### src/rtl/char_demux_pkg.sv
// Shared types and constants for the five-slot character demultiplexer.
package char_demux_pkg;

    localparam int NUM_SLOTS = 5;
    localparam int CHAR_W    = 3;
    localparam int SEL_W     = 3;

    typedef enum logic [1:0] {
        S_LOAD   = 2'd0,
        S_ROTATE = 2'd1,
        S_CLEAR  = 2'd2
    } state_t;

    // Slot 0 occupies the most significant field of the flat bus.
    function automatic int slot_off(input int idx, input int cw);
        return (NUM_SLOTS - 1 - idx) * cw;
    endfunction

endpackage

### src/rtl/char_demux5_rot_tick_gen.sv
// One-cycle tick every DIV cycles while run is high; the count restarts
// from zero whenever run drops, so no partial period is carried over.
module rot_tick_gen #(
    parameter int DIV = 4
) (
    input  logic clk,
    input  logic rst_n,
    input  logic run,
    output logic tick
);

    localparam int CW = (DIV > 2) ? $clog2(DIV) : 1;

    logic [CW-1:0] cnt;

    assign tick = run && (cnt == CW'(DIV - 1));

    always_ff @(posedge clk or negedge rst_n) begin
        if (!rst_n) begin
            cnt <= '0;
        end else if (!run || tick) begin
            cnt <= '0;
        end else begin
            cnt <= cnt + 1'b1;
        end
    end

endmodule

### src/rtl/char_demux5.sv
// Five-slot registered character demultiplexer with addressed/auto-increment
// writes, sequential clear and optional rotation (CHAR_DEMUX_ROTATE_EN).
module char_demux5
    import char_demux_pkg::*;
#(
    parameter int CHAR_W  = char_demux_pkg::CHAR_W,
    parameter int ROT_DIV = 50_000_000
) (
    input  logic                          clk,
    input  logic                          rst_n,
    input  logic                          wr_valid,
    output logic                          wr_ready,
    input  logic [CHAR_W-1:0]             wr_char,
    input  logic [SEL_W-1:0]              wr_sel,
    input  logic                          auto_inc,
    input  logic                          rot_en,
    input  logic                          clear_req,
    output logic [NUM_SLOTS*CHAR_W-1:0]   slots,
    output logic [SEL_W-1:0]              wr_ptr,
    output logic                          err
);

    state_t            state_q, state_d;
    logic [CHAR_W-1:0] slot_q [NUM_SLOTS];
    logic [2:0]        clr_idx;
    logic              tick;
    logic              acc;
    logic              clr_done;
    logic [SEL_W-1:0]  tgt;
    logic              tgt_ok;

`ifdef CHAR_DEMUX_ROTATE_EN
    assign wr_ready = (state_q == S_LOAD);

    rot_tick_gen #(
        .DIV (ROT_DIV)
    ) u_tick (
        .clk   (clk),
        .rst_n (rst_n),
        .run   (state_q == S_ROTATE),
        .tick  (tick)
    );
`else
    localparam int unused_rot_div = ROT_DIV;
    logic unused_rot_en;

    assign unused_rot_en = rot_en;
    assign wr_ready      = (state_q != S_CLEAR);
    assign tick          = 1'b0;
`endif

    // A clear request in the same cycle drops any write.
    assign acc      = wr_valid && wr_ready && !clear_req;
    assign clr_done = (state_q == S_CLEAR) && (clr_idx == 3'd4);
    assign tgt      = auto_inc ? wr_ptr : wr_sel;
    assign tgt_ok   = (tgt < SEL_W'(NUM_SLOTS));

    always_comb begin
        state_d = state_q;
        case (state_q)
            S_LOAD: begin
                if (clear_req) begin
                    state_d = S_CLEAR;
`ifdef CHAR_DEMUX_ROTATE_EN
                end else if (rot_en) begin
                    state_d = S_ROTATE;
`endif
                end
            end
            S_ROTATE: begin
                if (clear_req) begin
                    state_d = S_CLEAR;
                end else if (!rot_en) begin
                    state_d = S_LOAD;
                end
            end
            S_CLEAR: begin
                if (clr_idx == 3'd4) begin
                    state_d = S_LOAD;
                end
            end
            default: state_d = S_LOAD;
        endcase
    end

    always_ff @(posedge clk or negedge rst_n) begin
        if (!rst_n) begin
            state_q <= S_LOAD;
            clr_idx <= '0;
            wr_ptr  <= '0;
            err     <= 1'b0;
        end else begin
            state_q <= state_d;
            clr_idx <= (state_q == S_CLEAR) ? clr_idx + 3'd1 : 3'd0;
            if (clr_done) begin
                wr_ptr <= '0;
                err    <= 1'b0;
            end else if (acc) begin
                if (auto_inc) begin
                    wr_ptr <= (wr_ptr == 3'd4) ? 3'd0 : wr_ptr + 3'd1;
                end else if (!tgt_ok) begin
                    err <= 1'b1;
                end
            end
        end
    end

    always_ff @(posedge clk or negedge rst_n) begin
        if (!rst_n) begin
            for (int k = 0; k < NUM_SLOTS; k++) begin
                slot_q[k] <= '0;
            end
        end else if (state_q == S_CLEAR) begin
            slot_q[clr_idx] <= '0;
        end else if (clear_req) begin
            // clear takes precedence over a coincident rotation step
        end else if (tick) begin
            for (int k = 0; k < NUM_SLOTS; k++) begin
                slot_q[k] <= slot_q[(k + 1) % NUM_SLOTS];
            end
        end else if (acc && tgt_ok) begin
            slot_q[tgt] <= wr_char;
        end
    end

    always_comb begin
        slots = '0;
        for (int k = 0; k < NUM_SLOTS; k++) begin
            slots[slot_off(k, CHAR_W) +: CHAR_W] = slot_q[k];
        end
    end

endmodule

### config.mk
export PLATFORM = sky130hd
export DESIGN_NAME = char_demux5
export DESIGN_NICKNAME = d
export VERILOG_FILES = /design/src/rtl/char_demux_pkg.sv /design/src/rtl/char_demux5_rot_tick_gen.sv /design/src/rtl/char_demux5.sv
export SDC_FILE = /design/constraint.sdc
export NUM_CORES = 1
export LEC_CHECK = 0
export CAP_MARGIN = 5
export CORE_MARGIN = 1
export CORE_UTILIZATION = 29
export CTS_CLUSTER_SIZE = 14
export DETAILED_ROUTE_END_ITERATION = 12
export PLACE_DENSITY = 0.56
export SYNTH_ARGS = -nofsm -noshare
export SYNTH_HDL_FRONTEND = slang
export SYNTH_SLANG_ARGS = --single-unit
### constraint.sdc
create_clock -name clk -period 1.33 [get_ports clk]
set_input_delay 0.266 -clock clk [delete_from_list [all_inputs] [get_ports clk]]
set_output_delay 0.266 -clock clk [all_outputs]
set_load 0.1 [all_outputs]
==> impl_metrics.env <==
export IMPL_die_area_um2=5040
export IMPL_seq_area_frac_synth_pct=41.7
export IMPL_totalPowerFinal_mw=4.11
export IMPL_num_vias=1275
export IMPL_io_buffers=30
export IMPL_setup_viol=20
export IMPL_nets=204
export IMPL_antenna_found_initial=0
export IMPL_firstDrtPassIters=6
export IMPL_die_y_um=71.0
export IMPL_finalSetupTns_ns=-1.13
export IMPL_finalMaxSlewViolations=0
export IMPL_yosysWarnings=0
export IMPL_cp_max_fo=8
export IMPL_yosysUniqueCellTypes=35
export IMPL_critPathKind="reg -> reg"
export IMPL_area_growth_syn_to_layout_pct=67.7
export IMPL_start_util_pct=30.9
export IMPL_clk_latency_ns=0.26
export IMPL_finish_utilization_pct=51.8
export IMPL_setup_slack_ns=-0.0865
export IMPL_min_path_type="in -> async"
export IMPL_routed_wl_um=3960
export IMPL_place_ws_ns=-0.448
export IMPL_synth_area_um2=1380
export IMPL_dr_first_iter_drc_count=64
export IMPL_relSlewSlack_pct=74.4
export IMPL_violations="setup timing"
export IMPL_grt_pass1_wl_um=6580
export IMPL_synth_nets=150
export IMPL_grt_pass1_vias=1347
export IMPL_finalHoldViolCount=0
export IMPL_syn_avg_cell_area_um2=10.3
export IMPL_grt_setup_unrepaired="true"
export IMPL_clock_skew_ns=0.00160
export IMPL_ys_ff_latch=23
export IMPL_grt_max_degree=24
export IMPL_cp_num_buf_inv=0
export IMPL_cp_arrival_ns=1.55
export IMPL_max_cap_violations=0
export IMPL_numCtsBuffers=3
export IMPL_status="finished with violations"
export IMPL_pin_count=32
export IMPL_yosys_area_top_type="dfrtp_1"
export IMPL_wire_per_inst_um=16.6
export IMPL_clk_pin_slew_ns=0.08
export IMPL_ys_flop_type="dfrtp_1"
export IMPL_drive_gt1_share_pct=41.2
export IMPL_numClockSinks=23
export IMPL_wl_met1_um=1770
export IMPL_synth_common_cells="23 x dfrtp_1, 22 x nand2_1, 9 x nand3_1, 9 x o2111ai_1, 9 x o211ai_1"
export IMPL_cpPeakStageDelay_ns=0.51
export IMPL_cts_root_buf="clkbuf_8"
export IMPL_cts_tree="yes"
export IMPL_die_w_um=71.0
export IMPL_htree_levels=1
export IMPL_powerDensity_nw_per_um2=1780
export IMPL_wl_met3_um=147
export IMPL_synth_top_cell_area_share_pct=41.7
export IMPL_critPathCaptureType="flop"
export IMPL_period_needed_ns=1.42
export IMPL_period_share_pct=107
export IMPL_crit_family="flip-flops"
export IMPL_viasPerCell=5.33
export IMPL_clock_path_buffers=2
export IMPL_antennaDiodeCount=0
export IMPL_dp_hpwl_um=2940
export IMPL_dr_max_layer_used="met4"
export IMPL_drtAntennaViolNets=0
export IMPL_start_kind="flop"
export IMPL_core_um2=4470
export IMPL_syn_inst=134
export IMPL_post_synth_top_count_cell="dfrtp_1"
export IMPL_synth_edf_count=0
export IMPL_drc=0
export IMPL_fmax_mhz=706
export IMPL_wl_met2_um=1990
export IMPL_routabilityCongestion=0.821
export IMPL_track_usage_pct=17.0
export IMPL_cp_cell_sequence="and3b_1, o211a_4, o211ai_1"
export IMPL_core_rowCount=24
export IMPL_power_leakage_nw=1.01
export IMPL_crit_required_ns=1.46
export IMPL_ys_top_cells_by_area="dfrtp_1 42%, nand2_1 6.0%, mux2i_1 5.8%"
export IMPL_ctsHoldBuffers=0
export IMPL_overflow=0
export IMPL_ys_async_sr_fraction_pct=100
export IMPL_worstMarginPinSlew_ns=0.382
export IMPL_cp_slowest_cell="dfrtp_4"
export IMPL_peakVddDrop_v=0.00102
## logic make-up (layout without fill, tap and decap cells)
| logic type | count (synthesis) | in the layout | synth area share (%) |
|---|---|---|---|
| AO/OA/AOI/OAI | 30 | 30 | 18.1 |
| XOR/XNOR | 1 | 1 | 0.634 |
| adder cells (fa/ha/maj) | 4 | 4 | 3.62 |
| buffers and inverters | 13 | 66 | 5.53 |
| flip-flops | 23 | 23 | 41.7 |
| multiplexers | 10 | 10 | 7.43 |
| AND/OR/NAND/NOR | 53 | 53 | 23.0 |
## worst paths after layout
check | slack (ns) | end | from | cells after the start
min in group clk | 0.59 | err | err | 2
max in group asynchronous | 0.71 | wr_ptr[2] | rst_n | 2
worst min-delay path | 0.36 | wr_ptr[1] | rst_n | 2
worst max register to register | -0.09 | slots[10] | wr_ptr[2] | 3
worst max-delay path | -0.09 | slots[10] | wr_ptr[2] | 3
worst min register to register | 0.59 | err | err | 2
## final cells by class
type                            instances  area, um2
Clock buffer                            4       45.0
Fill cell                             371       2160
Inverter                                7       28.8
Multi-Input combinational cell         98        832
Sequential cell                        23        588
Tap cell                               52       65.1
Timing Repair Buffer                   55        757
## power by group
group	internal (mW)	switching [mW]
clock network	0.214	0.220
registers	0.888	0.270
logic	0.972	1.55
total	2.07	2.04
## placed cells by master, fill, tap and decap left out, types with 2 or more instances in the layout
master,count
nand2_1,22
buf_12,22
dfrtp_1,19
buf_4,17
nand3_1,9
o211ai_1,9
mux2i_1,8
o2111ai_1,7
clkdlybuf4s50_1,7
inv_1,6
nor2_1,5
buf_6,5
a21oi_2,4
ha_1,4
o211a_4,3
clkbuf_8,3
dfrtp_4,3
nor3b_2,2
nor3b_4,2
o211ai_4,2
nand3b_1,2
o2111ai_2,2
or3b_2,2
mux2_4,2
dlygate4sd2_1,2
## timing repair
item	CTS	global route
pin swaps	10	8
buffers inserted	4	0
resized for setup	16	12
hold endpoints to repair	0	0
cloned	2	0
endpoints found under the setup margin	18	22
## metal layers
layer / vias up / track usage [%]
met5: - / 0
met4: 0 / 5.33
met3: 7 / 1.99
met2: 46 / 29.7
met1: 615 / 21.9
li1: 607 / -
## state kept, by name, summed over array words and instances (netlist names)
name / cells
clr_idx: 3
wr_ptr: 3
err: 1
slots: 15
state_q: 1
## stage by stage
step / cell area, um2 / hold WS, ns / instances
after global placement: 2090 / 0.556 / 230
after CTS: 2280 / 0.367 / 240
after detailed placement: 2090 / 0.576 / 230
final: 2320 / 0.362 / 239
after global routing: 2320 / 0.390 / 239
after floorplan: 1400 / -0.0296 / 134
Power figures use the tool's default switching activity.
